## src/rtl/uart_cmd_decoder.sv

```systemverilog
// uart_cmd_decoder: turns the UART byte stream into held commands for the
// Game of Life controller. It handles single-byte commands, SET_CELL
// ('s' x y v), an argument timeout, and an error strobe for bad input.
// Optional byte echo is built when UART_CMD_DECODER_ECHO_EN is defined.
module uart_cmd_decoder #(
    parameter int CLOCK_FREQ     = 24000000,
    parameter int TIMEOUT_CYCLES = 2400000,
    parameter int logWIDTH       = 3,
    parameter int logHEIGHT      = 3
) (
    input  logic                          clk,
    input  logic                          reset,
    input  logic [7:0]                    rx_data,
    input  logic                          rx_valid,
    output logic                          rx_ready,
    output logic                          cmd_valid,
    output logic [2:0]                    cmd_code,
    output logic [logWIDTH+logHEIGHT-1:0] cmd_addr,
    output logic                          cmd_value,
    input  logic                          cmd_ready,
    output logic                          err_pulse,
    output logic [7:0]                    echo_data,
    output logic                          echo_valid,
    input  logic                          echo_ready
);

    localparam int AW = logWIDTH + logHEIGHT;
    localparam int CW = $clog2(TIMEOUT_CYCLES + 1);
    localparam logic [CW-1:0] COUNT_LAST = CW'(TIMEOUT_CYCLES - 1);
    // First byte value beyond the legal digit range for each argument
    localparam logic [7:0] X_END = 8'(48 + (1 << logWIDTH));
    localparam logic [7:0] Y_END = 8'(48 + (1 << logHEIGHT));

    localparam logic [2:0] CODE_STEP  = 3'd1;
    localparam logic [2:0] CODE_RUN   = 3'd2;
    localparam logic [2:0] CODE_RAND  = 3'd3;
    localparam logic [2:0] CODE_CLEAR = 3'd4;
    localparam logic [2:0] CODE_SET   = 3'd5;
    localparam logic [2:0] CODE_HELP  = 3'd6;

    // Elaboration-time sanity check of the configuration
    generate
        if (logWIDTH < 1 || logWIDTH > 3 || logHEIGHT < 1 || logHEIGHT > 3 ||
            TIMEOUT_CYCLES < 2 || CLOCK_FREQ < 1) begin : g_param_check
            $error("uart_cmd_decoder: parameter out of range");
        end
    endgenerate

    typedef enum logic [1:0] {IDLE, ARG_X, ARG_Y, ARG_V} state_t;

    state_t                state_reg, state_next;
    logic [CW-1:0]         count_reg, count_next;
    logic [logWIDTH-1:0]   x_reg, x_next;
    logic [logHEIGHT-1:0]  y_reg, y_next;
    logic                  cmd_valid_reg, cmd_valid_next;
    logic [2:0]            cmd_code_reg, cmd_code_next;
    logic [AW-1:0]         cmd_addr_reg, cmd_addr_next;
    logic                  cmd_value_reg, cmd_value_next;
    logic                  err_reg, err_next;
    logic                  rx_ready_reg, rx_ready_next;
    logic                  echo_busy_next;

    logic                  accept;
    logic                  is_letter;
    logic [7:0]            folded;
    logic                  new_cmd;
    logic [2:0]            new_code;
    logic [AW-1:0]         new_addr;
    logic                  new_value;

    assign accept    = rx_valid & rx_ready_reg;
    // Only letters are case-folded; punctuation such as '@' must stay distinct
    assign is_letter = (rx_data >= 8'h41 && rx_data <= 8'h5A) ||
                       (rx_data >= 8'h61 && rx_data <= 8'h7A);
    assign folded    = is_letter ? (rx_data | 8'h20) : rx_data;

    // Next-state decode, argument capture, timeout and command-register update
    always_comb begin
        state_next     = state_reg;
        count_next     = count_reg;
        x_next         = x_reg;
        y_next         = y_reg;
        cmd_valid_next = cmd_valid_reg;
        cmd_code_next  = cmd_code_reg;
        cmd_addr_next  = cmd_addr_reg;
        cmd_value_next = cmd_value_reg;
        err_next       = 1'b0;
        new_cmd        = 1'b0;
        new_code       = 3'd0;
        new_addr       = '0;
        new_value      = 1'b0;

        if (cmd_valid_reg && cmd_ready) begin
            cmd_valid_next = 1'b0;
        end

        case (state_reg)
            IDLE: begin
                count_next = '0;
                if (accept) begin
                    case (folded)
                        8'h31, 8'h6E: begin new_cmd = 1'b1; new_code = CODE_STEP;  end
                        8'h20:        begin new_cmd = 1'b1; new_code = CODE_RUN;   end
                        8'h30, 8'h72: begin new_cmd = 1'b1; new_code = CODE_RAND;  end
                        8'h63:        begin new_cmd = 1'b1; new_code = CODE_CLEAR; end
                        8'h3F, 8'h68: begin new_cmd = 1'b1; new_code = CODE_HELP;  end
                        8'h73:        state_next = ARG_X;
                        8'h0D, 8'h0A: ;
                        default:      err_next = 1'b1;
                    endcase
                end
            end
            ARG_X, ARG_Y, ARG_V: begin
                if (accept) begin
                    // Any accepted byte restarts the inter-byte timer
                    count_next = '0;
                    if (rx_data == 8'h1B) begin
                        state_next = IDLE;
                    end else if (state_reg == ARG_X && rx_data >= 8'h30 && rx_data < X_END) begin
                        x_next     = rx_data[logWIDTH-1:0];
                        state_next = ARG_Y;
                    end else if (state_reg == ARG_Y && rx_data >= 8'h30 && rx_data < Y_END) begin
                        y_next     = rx_data[logHEIGHT-1:0];
                        state_next = ARG_V;
                    end else if (state_reg == ARG_V && (rx_data == 8'h30 || rx_data == 8'h31)) begin
                        new_cmd    = 1'b1;
                        new_code   = CODE_SET;
                        new_addr   = {y_reg, x_reg};
                        new_value  = rx_data[0];
                        state_next = IDLE;
                    end else begin
                        err_next   = 1'b1;
                        state_next = IDLE;
                    end
                end else if (count_reg == COUNT_LAST) begin
                    err_next   = 1'b1;
                    state_next = IDLE;
                    count_next = '0;
                end else begin
                    count_next = count_reg + 1'b1;
                end
            end
            default: state_next = IDLE;
        endcase

        if (new_cmd) begin
            cmd_valid_next = 1'b1;
            cmd_code_next  = new_code;
            cmd_addr_next  = new_addr;
            cmd_value_next = new_value;
        end
    end

    // Ready is registered: blocked by a full command register, a pending echo
    // byte, or an accept in this cycle (the one-cycle bubble)
    assign rx_ready_next = !accept && !cmd_valid_next && !echo_busy_next;

    // State and output registers
    always_ff @(posedge clk) begin
        if (reset) begin
            state_reg     <= IDLE;
            count_reg     <= '0;
            x_reg         <= '0;
            y_reg         <= '0;
            cmd_valid_reg <= 1'b0;
            cmd_code_reg  <= 3'd0;
            cmd_addr_reg  <= '0;
            cmd_value_reg <= 1'b0;
            err_reg       <= 1'b0;
            rx_ready_reg  <= 1'b0;
        end else begin
            state_reg     <= state_next;
            count_reg     <= count_next;
            x_reg         <= x_next;
            y_reg         <= y_next;
            cmd_valid_reg <= cmd_valid_next;
            cmd_code_reg  <= cmd_code_next;
            cmd_addr_reg  <= cmd_addr_next;
            cmd_value_reg <= cmd_value_next;
            err_reg       <= err_next;
            rx_ready_reg  <= rx_ready_next;
        end
    end

    assign rx_ready  = rx_ready_reg;
    assign cmd_valid = cmd_valid_reg;
    assign cmd_code  = cmd_code_reg;
    assign cmd_addr  = cmd_addr_reg;
    assign cmd_value = cmd_value_reg;
    assign err_pulse = err_reg;

`ifdef UART_CMD_DECODER_ECHO_EN
    logic       echo_valid_reg, echo_valid_next;
    logic [7:0] echo_data_reg, echo_data_next;

    // One-entry echo buffer: filled with the raw byte on every accept
    always_comb begin
        echo_valid_next = echo_valid_reg;
        echo_data_next  = echo_data_reg;
        if (accept) begin
            echo_valid_next = 1'b1;
            echo_data_next  = rx_data;
        end else if (echo_valid_reg && echo_ready) begin
            echo_valid_next = 1'b0;
        end
    end

    // Echo buffer registers
    always_ff @(posedge clk) begin
        if (reset) begin
            echo_valid_reg <= 1'b0;
            echo_data_reg  <= 8'd0;
        end else begin
            echo_valid_reg <= echo_valid_next;
            echo_data_reg  <= echo_data_next;
        end
    end

    assign echo_valid     = echo_valid_reg;
    assign echo_data      = echo_data_reg;
    assign echo_busy_next = echo_valid_next;
`else
    logic unused_echo_ready;

    assign echo_valid        = 1'b0;
    assign echo_data         = 8'd0;
    assign echo_busy_next    = 1'b0;
    assign unused_echo_ready = echo_ready;
`endif

endmodule
```

## config.mk

```make
export PLATFORM = sky130hd
export DESIGN_NAME = uart_cmd_decoder
export DESIGN_NICKNAME = d
export VERILOG_FILES = /design/src/rtl/uart_cmd_decoder.sv
export SDC_FILE = /design/constraint.sdc
export NUM_CORES = 1
export LEC_CHECK = 0
export ABC_CLOCK_PERIOD_IN_PS = 6500
export CAP_MARGIN = 25
export CORE_UTILIZATION = 46
export DETAILED_ROUTE_END_ITERATION = 10
export PLACE_DENSITY = 0.71
export SETUP_SLACK_MARGIN = 0.02
export SYNTH_ARGS = -nofsm -noshare
export SYNTH_HDL_FRONTEND = slang
export SYNTH_SLANG_ARGS = --single-unit
```

## constraint.sdc

```tcl
create_clock -name clk -period 6.5 [get_ports clk]
set_input_delay 1.3 -clock clk [delete_from_list [all_inputs] [get_ports clk]]
set_output_delay 1.3 -clock clk [all_outputs]
set_load 0.02 [all_outputs]
```

**Word level (Yosys, flattened, before mapping)**

Index checks and enable logic that the tools add are counted.

- Bits in registers: 43
- Output and inout bits: 22

- Bitwise logic cells: 3
- Reductions and logical operators: 23
- Mux-type cells: 51
- $lt $le $gt $ge: 6
- Add/subtract/negate cells: 1
- Equal/unequal tests: 21

Operator list:

| kind | count |
|---|---|
| 8-bit by 6-bit == test with 1-bit output (second input constant) | 6 |
| 22-bit two-way mux | 2 |
| 22-bit case mux with 2 select lines | 1 |
| 6-bit two-way mux | 7 |
| 8-bit by 7-bit == test with 1-bit output (second input constant) | 5 |
| 1-bit two-way mux | 23 |
| 22-bit by 1-bit adder with 22-bit output (second input constant) | 1 |
| 22-bit == test (second input constant) | 1 |
| 3-bit two-way mux | 6 |
| 8-bit by 4-bit == test with 1-bit output (second input constant) | 2 |
| 8-bit by 7-bit greater-or-equal comparator with 1-bit output (second input constant) | 2 |
| 8-bit by 7-bit <= comparator with 1-bit output (second input constant) | 2 |
| 3-bit case mux with 5 select lines | 1 |
| 2-bit two-way mux | 7 |
| 11-bit OR reduction | 1 |
| 1-bit logical AND | 9 |
| 8-bit by 5-bit == test with 1-bit output (second input constant) | 1 |
| 8-bit by 6-bit greater-or-equal comparator with 1-bit output (second input constant) | 1 |
| 8-bit by 6-bit < comparator with 1-bit output (second input constant) | 1 |
| 8-bit OR reduction | 1 |
| 3-bit case mux with 2 select lines | 1 |
| 2-bit OR reduction | 3 |
| 5-bit AND reduction | 1 |
| 2-bit == test (second input constant) | 2 |
| other kinds (14) | 18 |

**Depth between registers and ports, before layout**

- Word-level depth: 12
- Depth in mapped cells: 7
- Mapped depth without buffers: 5

**Least setup slack after synthesis**

Ideal clock, no wire load.

- Kind: input -> register
- From: in rx_data[3]
- To: reg cmd_value_reg (netlist: cmd_value)
- Cell stages on the path: 6
- Buffers on the path: 1
- Setup time: 0.117 ns
- Slack: 3.408 ns
- Arrival time: 2.975 ns
- Cell sequence: or3b_4 -> or4_4 -> a21o_1 -> a31o_1 -> buf_6 -> a32o_1

- Cells in the longest elaborated chain, start to end: 9
- Elaborated cells on any way between the ends: 42
- Those cells by class: 6 x order compare; 11 x eq/ne; 15 x mux; 10 x reduce/logical

Ends and longest elaborated chain:

| what | line | source |
|---|---|---|
| start, declared | 13 | `input logic [7:0] rx_data,` |
| 8-bit by 7-bit greater-or-equal comparator with 1-bit output (tied with other cells) | 73 | `assign is_letter = (rx_data >= 8'h41 && rx_data <= 8'h5A) \|\|` |
| 1-bit logical AND (tied with other cells) | 73 |  |
| 1-bit logical OR / 1-bit logical AND (equally long branches) | 73, 125 |  |
| 6-bit two-way mux / 1-bit two-way mux (equally long branches) | 75, 125 |  |
| 8-bit by 6-bit == test with 1-bit output (tied with other cells) | 101 | `case (folded)` |
| 8-bit OR reduction (no line) / 1-bit two-way mux (equally long branches) | - |  |
| 1-bit two-way mux, on equally long branches | 101, 117 |  |
| 1-bit two-way mux, on equally long branches | 100, 114 |  |
| 1-bit case mux with 2 select lines / 1-bit two-way mux (equally long branches) | 97 | `case (state_reg)` |
| end signal, assigned | 179 | `cmd_value_reg <= cmd_value_next;` |
| end, declared | 58 | `logic cmd_value_reg, cmd_value_next;` |

Parallel ways exist; a longest one is shown, timed or not.
A chain may end at the register's enable or synchronous reset.

**Worst setup path after layout**

- From: in rx_data[2]
- To: reg cmd_addr_reg[5] (netlist: cmd_addr[5])

- Cells in the longest elaborated chain, start to end: 9
- Elaborated cells on any way between the ends: 42
- Those cells by class: 6 x order compare; 11 x eq/ne; 15 x mux; 10 x reduce/logical

Ends and longest elaborated chain:

| what | line | source |
|---|---|---|
| 8-bit by 7-bit greater-or-equal comparator with 1-bit output (tied with other cells) | 73 |  |
| 1-bit logical AND (tied with other cells) | 73 |  |
| 1-bit logical OR / 1-bit logical AND (equally long branches) | 73, 125 |  |
| 6-bit two-way mux (tied with other cells) | 75 | `assign folded = is_letter ? (rx_data \| 8'h20) : rx_data;` |
| 8-bit by 6-bit == test with 1-bit output (tied with other cells) | 101 |  |
| 8-bit OR reduction (no line) (tied with other cells) | - |  |
| 1-bit two-way mux (tied with other cells) | 101 |  |
| 1-bit two-way mux (tied with other cells) | 100 | `if (accept) begin` |
| 1-bit case mux with 2 select lines / 6-bit two-way mux (equally long branches) | 97 |  |
| end signal, assigned | 178 | `cmd_addr_reg <= cmd_addr_next;` |
| end, declared | 57 | `logic [AW-1:0] cmd_addr_reg, cmd_addr_next;` |

Parallel ways exist; a longest one is shown, timed or not.

==> results by group <==
Yosys
  – Top post-synthesis cells by area: dfxtp_1, xnor2_1, nor2_1, a32o_1, buf_4
  – Cell Area, Synth: 2090 sq um
  – Sequential area share after synthesis: 41.1%
  – Synth warn: 0
  – Mean Syn Cell Area: 8.58 sq um
  – Top_reg_cell synth: dfxtp_1
  – Post-synth EDFFs: 0
  – Distinct cell type count after synthesis: 44
  – Synth area leader: dfxtp_1
  – Post-synth ARST share: 0%
  – Gate Count Post-Synth: 244
  – Number of synthesized register bits: 43
  – Post-synth top area share: 41.1%

Worst setup path
  – Crit path cell chain: clkdlybuf4s50_1 -> or2_2 -> or4_4 -> a21o_1 -> a31o_1 -> a32o_1
  – Slowest cell delay on critical path: 0.64 ns
  – Crit Path Class: in2reg
  – WP data required: 6.69 ns
  – Critical Path AT: 3.70 ns
  – R2R cell count: 5
  – Slowest-stage cell, CP: clkdlybuf4s50_1
  – Startpoint Class: primary input
  – CP max FO: 12
  – CP endpoint kind: flop

Status
  – Status: finished clean

Final layout
  – Post-Layout Inst Area: 2430 sq um
  – Fin util: 55.8%
  – ANT cells: 0
  – Share of layout cells above drive strength 1: 6.82%
  – Fin nets: 277
  – Area grow syn2layout: 16.1%
  – Final non-filler cell total: 316
  – Largest register FFs: 22

Placement
  – Placed cell count: 308
  – DP Area: 2310 sq um
  – Final GP Congestion: 0.830
  – HPWL Detailed: 2.81 mm
  – Place WS: 2.68 ns
  – I/O Buffers: 24

Drt
  – WL/cell: 13.1 microns
  – First-pass iteration count of the detailed router: 4
  – Wirelength, routed: 4.13 mm
  – Post-route antenna net violation count: 0
  – Residual DRC: 0
  – DR vias: 1,731
  – Initial DRC Count: 138
  – Routed vias/inst: 5.48

Clocking
  – TritonCTS clock tree: built
  – Clock sink count: 43
  – Hold Buf Count CTS: 0
  – Clk_lat worst skew: 0.30 ns
  – CTS clock-pin slew for the worst setup and hold paths: 0.08 ns
  – Total setup buffers inserted after CTS: 0
  – H-tree Lvls: 2
  – Num CTS Buffers: 5
  – Root buffer cell: clkbuf_8
  – Cts repair resizes: 0
  – Max Root-Sink Buffers: 2

Global route
  – Vias in the first global route: 1,617
  – Initial antenna violation count: 0
  – Global-route wire length before repair: 7.21 mm
  – Largest net degree at the start of global routing: 22
  – Tot GR Track Use: 18.3%
  – Grt ovf: 0

Timing
  – Fmax: 285 MHz
  – Unrepaired setup endpoints after global routing: false
  – Setup violators final: 0
  – Worst slew pin tran: 0.843 ns
  – Clock Skew: 0.00831 ns
  – Fin crit share: 54.0%
  – Setup WS post-layout: 2.99 ns
  – Hold slack final: 0.466 ns
  – Setup_tns: 0 ns
  – Slew Viols, Final: 0
  – Slew HR: 43.4%
  – Crit path time final: 3.51 ns
  – Final Hold Viols: 0

Power and ir drop
  – Sw Pwr: 0.113 mW
  – Static Leakage: 0.773 nW
  – PwrDens: 211 nW/um^2
  – Pwr Total: 0.513 mW
  – Sequential share of power: 51.5%
  – Combinational power share: 6.4%
  – Sw Ratio: 22.0%
  – Peak VDD IR: 125 uV
  – Power share of the clock group: 42.1%
  – Pint: 0.401 mW

Floorplan
  – Die height: 69.5 microns
  – Row cnt: 24
  – Placeable Area: 4350 sq um
  – I/O pin count: 35
  – DIE AREA: 4820 sq um
  – Initial Util: 48.1%
  – Die Wd: 69.5 microns

Hold path
  – WHS Path Cells: 2
  – Hold WC Path Type: reg2reg

Job
  – Max-cap viol count: 0
-- power by group through the flow --
stage,registers [mW],logic [mW],clock network (mW)
6_report,0.264,0.0328,0.216
5_1_grt,0.265,0.0358,0.231
4_1_cts,0.264,0.0326,0.221
3_5_place_dp,0.271,0.0324,0
3_3_place_gp,0.271,0.0323,0
2_1_floorplan,0.272,0.0221,0
-- cell families after synthesis --
kind of cell / synth area share [%]
simple gates: 29.4
flops: 41.1
compound gates: 11.3
buf+inv: 6.63
xor+xnor: 8.37
mux: 2.39
fa+ha+maj: 0.598
other cells: 0.179
-- cell usage after synthesis (2+ instances only) --
master / instances
inv_1: 6
a21oi_1: 8
xor2_1: 3
nand2_1: 18
nand3b_1: 6
nor2_1: 32
o21ai_0: 3
nor4_1: 6
a32o_1: 7
buf_4: 9
o21a_1: 2
nand3_1: 13
nand4_1: 3
mux2i_1: 5
nand2b_1: 4
dfxtp_1: 43
a31o_2: 2
xnor2_1: 17
clkbuf_1: 10
and4_1: 3
nor3_1: 12
or2_2: 4
and3_1: 7
-- critical path: cells and delay by family --
family,cells,cell delay [ns]
AOI/OAI and AO/OA,3,0.85
and+or+nand+nor,2,0.91
buffers and inverters,1,0.64
-- routing by layer --
metal  routed length (microns)  up-vias  global-route usage [%]
met1                      1930      813                    21.8
met4                        57        0                    6.80
met3                       117        7                    3.92
met2                      2020       27                    32.3
met5                         0        -                       0
li1                          -      884                       -
-- final cells by class --
| cell class | instances | area [sq um] |
|---|---|---|
| clock buffers | 6 | 82.6 |
| clock inverters | 2 | 35.0 |
| fillers | 395 | 1920 |
| inverters | 6 | 22.5 |
| multi-input cells | 183 | 1120 |
| flip-flops and latches | 43 | 861 |
| well taps | 52 | 65.1 |
| repair buffers | 24 | 240 |
-- layout by cell type, fill, tap and decap left out, types with 2 or more instances in the layout --
cell type | netlist | final
dfxtp_1 | 43 | 43
nor4_1 | 6 | 6
nand4_1 | 3 | 3
nor2_1 | 32 | 32
a31o_2 | 2 | 2
a32o_1 | 7 | 7
inv_1 | 6 | 6
xor2_1 | 3 | 3
nand2b_1 | 4 | 4
clkdlybuf4s50_1 | 0 | 24
nand2_1 | 18 | 18
a21oi_1 | 8 | 8
and3_1 | 7 | 7
or2_2 | 4 | 4
mux2i_1 | 5 | 5
clkbuf_8 | 0 | 6
nor3_1 | 12 | 12
nand3b_1 | 6 | 6
nand3_1 | 13 | 13
xnor2_1 | 17 | 17
conb_1 | 1 | 9
o21a_1 | 2 | 2
o21ai_0 | 3 | 3
and4_1 | 3 | 3
-- path summary, 6_finish.rpt --
kind                                              start  slack, ns                       end
worst max-delay path                         rx_data[2]       2.99  cmd_addr[5]$_SDFFE_PP0P_
worst min-delay path              y_reg[1]$_SDFFE_PP0P_       0.47     y_reg[1]$_SDFFE_PP0P_
worst max register to register  count_reg[0]$_SDFF_PP0_       4.28  count_reg[19]$_SDFF_PP0_
worst min register to register    y_reg[1]$_SDFFE_PP0P_       0.47     y_reg[1]$_SDFFE_PP0P_
No activity file was read; power rests on OpenSTA's default activity.
==> variant 1: new RTL, same flow settings <==
The parameter `TIMEOUT_CYCLES` goes from 2400000 to 600000.
--- a/src/rtl/uart_cmd_decoder.sv
+++ b/src/rtl/uart_cmd_decoder.sv
@@ -4,7 +4,7 @@
 // Optional byte echo is built when UART_CMD_DECODER_ECHO_EN is defined.
 module uart_cmd_decoder #(
     parameter int CLOCK_FREQ     = 24000000,
-    parameter int TIMEOUT_CYCLES = 2400000,
+    parameter int TIMEOUT_CYCLES = 600000,
     parameter int logWIDTH       = 3,
     parameter int logHEIGHT      = 3
 ) (
Function: no difference found for any inputs over 10 cycles, from zero or initial values and one cycle with reset high; that may be too few to reach the edited logic, so the function may still have changed.
==> variant 1 against the original RTL <==
  * Design area is 2.0% lower
  * Wire length decreased by 7.8%
  * Total power down 5.8%
  * Global-route usage decreased by 0.73 points
  * Sequential cell count is 2 lower
  * Maximum frequency rose by 9.3%
  * Setup slack better by 300 ps
  * Area after synthesis fell by 1.1%
  * Highest routed layer unchanged
==> variant 1: results <==
{
  "vias_per_cell": 5.34,
  "yosysUniqueCellTypes": 51,
  "synth_adder_area_share_pct": 0.605,
  "drive_gt1_share_pct": 7.91,
  "synth_seq_area_share_pct": 39.7,
  "fill_cells": 416,
  "status": "finished clean",
  "maximum_level_of_the_cts_h_tree": 2,
  "grt_start_max_net_pins": 20,
  "synth_top_cells_by_count": "41 x dfxtp_1, 38 x nor2_1, 15 x nand2_1",
  "cp_max_fo": 11,
  "largest_register_ffs": 20,
  "hold_path_class": "flip-flop to flip-flop",
  "arrival_worst_endpoint_ps": 3400,
  "drt_iter0_drc": 78,
  "r2r_slack_ps": 4520,
  "leakagePower_nw": 0.823,
  "final_nets": 267,
  "placement.setup.worst_slack_ps": 2970,
  "yosys-mux-area-fraction_pct": 3.39,
  "worst_pin_slew_ps": 780,
  "cts_setup_buffers": 0,
  "place.detailed.hpwl_mm": 2.75,
  "yosys.area_share.xor_xnor_pct": 7.62,
  "max-vdd-ir-drop_v": 0.0000952,
  "groute.usage.overall_pct": 17.6,
  "gp_weighted_congestion": 0.851,
  "global_route_wire_length_before_repair_mm": 6.80,
  "wl_per_cell_um": 12.5
}
[variant 1: cell count changes after synthesis, moves of 7 or more]
cell	before	now
xnor2_1	17	4
clkbuf_1	10	3
xor2_1	3	14
a22o_1	0	7
a32o_1	7	0
nor3_1	12	5
[variant 1: path summary, 6_finish.rpt]
| kind | cells after the start | start | to |
|---|---|---|---|
| worst max-delay path | 7 | rx_data[2] | cmd_addr[5] |
| worst min-delay path | 1 | cmd_code[1] | cmd_code[1] |
| worst max register to register | 6 | count_reg[2] | count_reg[8] |
| worst min register to register | 1 | cmd_code[1] | cmd_code[1] |
[variant 1: layer usage]
| metal | GRT usage (%) | wire (um) | vias to the layer above |
|---|---|---|---|
| met2 | 30.1 | 1810 | 26 |
| met5 | 0 | 0 | - |
| met3 | 4.53 | 115 | 6 |
| met4 | 8.16 | 74 | 0 |
| li1 | - | - | 840 |
| met1 | 20.5 | 1800 | 757 |
[variant 1: per-stage QoR]
step | instances | cell area [sq um] | power (mW) | util, % | hold slack, ps
3_5_place_dp | 298 | 2280 | 0.294 | 52.7 | 454
2_1_floorplan | 241 | 2100 | 0.285 | - | 438
6_report | 305 | 2380 | 0.484 | 55.1 | 475
5_1_grt | 305 | 2380 | 0.503 | 55.1 | 487
4_1_cts | 305 | 2380 | 0.489 | 55.1 | 475
3_3_place_gp | 298 | 2280 | 0.294 | 52.7 | 444
[variant 1: kinds of logic after synthesis]
family          Yosys count
simple gates            113
compound gates           30
buf+inv                  22
mux                       7
xor+xnor                 18
flops                    41
other cells               1
fa+ha+maj                 1
[variant 1: area by class of cell]
type                            instances  area (sq um)  share of cell area (%)
Multi-Input combinational cell        178          1140                    47.9
Clock buffer                            5          68.8                    2.89
Tap cell                               52          65.1                    2.73
Clock inverter                          2          35.0                    1.47
Timing Repair Buffer                   24           240                    10.1
Sequential cell                        41           821                    34.5
Inverter                                3          11.3                   0.473
[variant 1: power by group]
| group | internal, mW | switching (mW) | leakage, nW | total, mW |
|---|---|---|---|---|
| Sequential | 0.252 | 0.000507 | 0.331 | 0.252 |
| Combinational | 0.0131 | 0.0228 | 0.438 | 0.0359 |
| Clock | 0.112 | 0.0837 | 0.0540 | 0.195 |
| Total | 0.377 | 0.107 | 0.823 | 0.484 |
[variant 1: worst max-delay path: stages]
cell and delay, ps:
clkdlybuf4s50_1 610, or2_4 390, nor4_4 300, nand3_2 140
a21oi_4 240, a21oi_4 130, a22o_1 280
==> variant 2: new RTL, same settings <==
Made on the original files. Register the output `err_pulse` once more; this adds one clock of latency there. The other outputs are not delayed to match.
--- a/src/rtl/uart_cmd_decoder.sv
+++ b/src/rtl/uart_cmd_decoder.sv
@@ -187,7 +187,9 @@
     assign cmd_code  = cmd_code_reg;
     assign cmd_addr  = cmd_addr_reg;
     assign cmd_value = cmd_value_reg;
-    assign err_pulse = err_reg;
+    always_ff @(posedge clk) begin
+        err_pulse <= err_reg;
+    end
 
 `ifdef UART_CMD_DECODER_ECHO_EN
     logic       echo_valid_reg, echo_valid_next;
Check against the original RTL: not equivalent (a bounded check fails within 4 cycles, from zero or initial values and one cycle with reset high).
==> variant 2 against the original RTL <==
  * First-iteration DRC count rose by 49%
  * Wire length rose by 6.0%
  * Count of clock-buffer cells in the layout did not move
  * Maximum frequency fell by 5.4%
  * Total power fell by 9.3%
  * Sequential cell count rose by 1
  * Area after synthesis rose by 8.1%
  * Design area rose by 5.4%
  * Setup slack got worse by 200 ps
  * Largest power group unchanged
  * Critical path type unchanged
  * Cell count rose by 11%
  * Via count rose by 11%
==> variant 2: results <==
{
  "final_nets": 298,
  "worst_hold_path_depth": 0,
  "yosysUniqueCellTypes": 54,
  "timing.reg2reg.worst_path_depth": 6,
  "drt_wl_total_mm": 4.37,
  "groute.usage.overall_pct": 18.3,
  "leakagePower_nw": 0.839,
  "antenna_violations_before_repair": 0,
  "cts_setup_buffers": 0,
  "worst_pin_slew_ps": 814,
  "synth_seq_area_share_pct": 38.9,
  "max-vdd-ir-drop_v": 0.000153,
  "worstSkewPairLatency_ps": 290,
  "first_global_vias": 1700,
  "maximum_level_of_the_cts_h_tree": 2,
  "status": "finished clean",
  "arrival_worst_endpoint_ps": 3900,
  "grt_start_max_net_pins": 23,
  "cp_max_fo": 16,
  "gp_weighted_congestion": 0.797,
  "cts_made_buffers": 5,
  "timing.clock.skew_ps": 4.02,
  "drt_iter0_drc": 205,
  "fill_cells": 463,
  "place.detailed.hpwl_mm": 3.07,
  "drtPass1Iterations": 5,
  "synth_top_cells_by_count": "44 x dfxtp_1, 36 x nor2_1, 24 x nand2_1",
  "cts_max_path_buffers": 2,
  "hold_path_class": "flip-flop to flip-flop",
  "ys.warnings.count": 0,
  "synth.area.top_cells": "dfxtp_1 39%, nor2_1 6.0%, xor2_1 4.6%, nand2_1 4.0%, xnor2_1 3.5%",
  "global_route_wire_length_before_repair_mm": 7.60,
  "vias": 1919,
  "diodes": 0,
  "drive_gt1_share_pct": 7.04
}
==> variant 2: cell count changes after synthesis, sizes merged, moves of 4 or more <==
| cell | before | now |
|---|---|---|
| a311oi | 0 | 8 |
| xor2 | 3 | 12 |
| a21oi | 8 | 15 |
| xnor2 | 17 | 9 |
| nand2 | 18 | 24 |
| a32o | 7 | 0 |
| nor2 | 32 | 37 |
| buf | 10 | 14 |
==> variant 2: power breakdown <==
| group | internal [mW] | switching [mW] | total (mW) |
|---|---|---|---|
| sequential | 0.270 | 0.000492 | 0.271 |
| combinational | 0.0137 | 0.0239 | 0.0375 |
| clock | 0.0731 | 0.0842 | 0.157 |
| total | 0.357 | 0.109 | 0.466 |
==> variant 2: logic make-up (layout without fill, tap and decap cells) <==
family,after synthesis,in the layout,share of synthesized area (%)
DFF,44,44,38.9
muxes,6,6,2.65
buffers and inverters,27,36,6.91
adders and majority gates,1,1,0.553
xor gates and xnor gates,21,21,8.13
and+or+nand+nor,126,126,30.4
AOI/OAI and AO/OA,41,41,12.2
other,1,9,0.166
==> variant 2: cell type report <==
cell class | instances | area, sq um | area share [%]
clock buffer | 6 | 72.6 | 2.83
sequential | 44 | 881 | 34.4
inverter | 4 | 15.0 | 0.587
multi-input combinational | 204 | 1250 | 49.0
clock inverter | 1 | 5.00 | 0.196
timing repair buffer | 25 | 248 | 9.68
tap | 67 | 83.8 | 3.27
==> variant 2: layer usage <==
| metal | GRT usage (%) | vias to the layer above | wire [um] |
|---|---|---|---|
| met2 | 29.8 | 43 | 2070 |
| met1 | 24.0 | 897 | 2110 |
| met5 | 0 | - | 0 |
| met3 | 4.44 | 5 | 150 |
| li1 | - | 974 | - |
| met4 | 5.23 | 0 | 39 |
==> variant 2: final timing paths <==
| check | startpoint | end | slack [ps] |
|---|---|---|---|
| worst max-delay path | rx_data[1] | cmd_addr[5] | 2790 |
| worst min-delay path | err_reg | err_pulse | 340 |
| worst max register to register | count_reg[0] | state_reg[0] | 4300 |
| worst min register to register | err_reg | err_pulse | 340 |
==> variant 2: critical path, stage by stage <==
cell	delay, ps
clkdlybuf4s50_1	670
nor4_1	390
o31ai_1	100
a222oi_1	770
nand2_1	370
a311oi_1	290
==> variant 2: stage by stage <==
| step | total power, mW | area [sq um] | setup WS [ps] | instances | hold WS (ps) |
|---|---|---|---|---|---|
| detailed placement | 0.314 | 2480 | 2500 | 344 | 320 |
| global route | 0.489 | 2560 | 2520 | 351 | 356 |
| finish | 0.466 | 2560 | 2790 | 351 | 337 |
| global placement | 0.314 | 2480 | 2500 | 344 | 311 |
| floorplan | 0.305 | 2290 | 3600 | 275 | 310 |
| CTS | 0.473 | 2560 | 2810 | 351 | 339 |
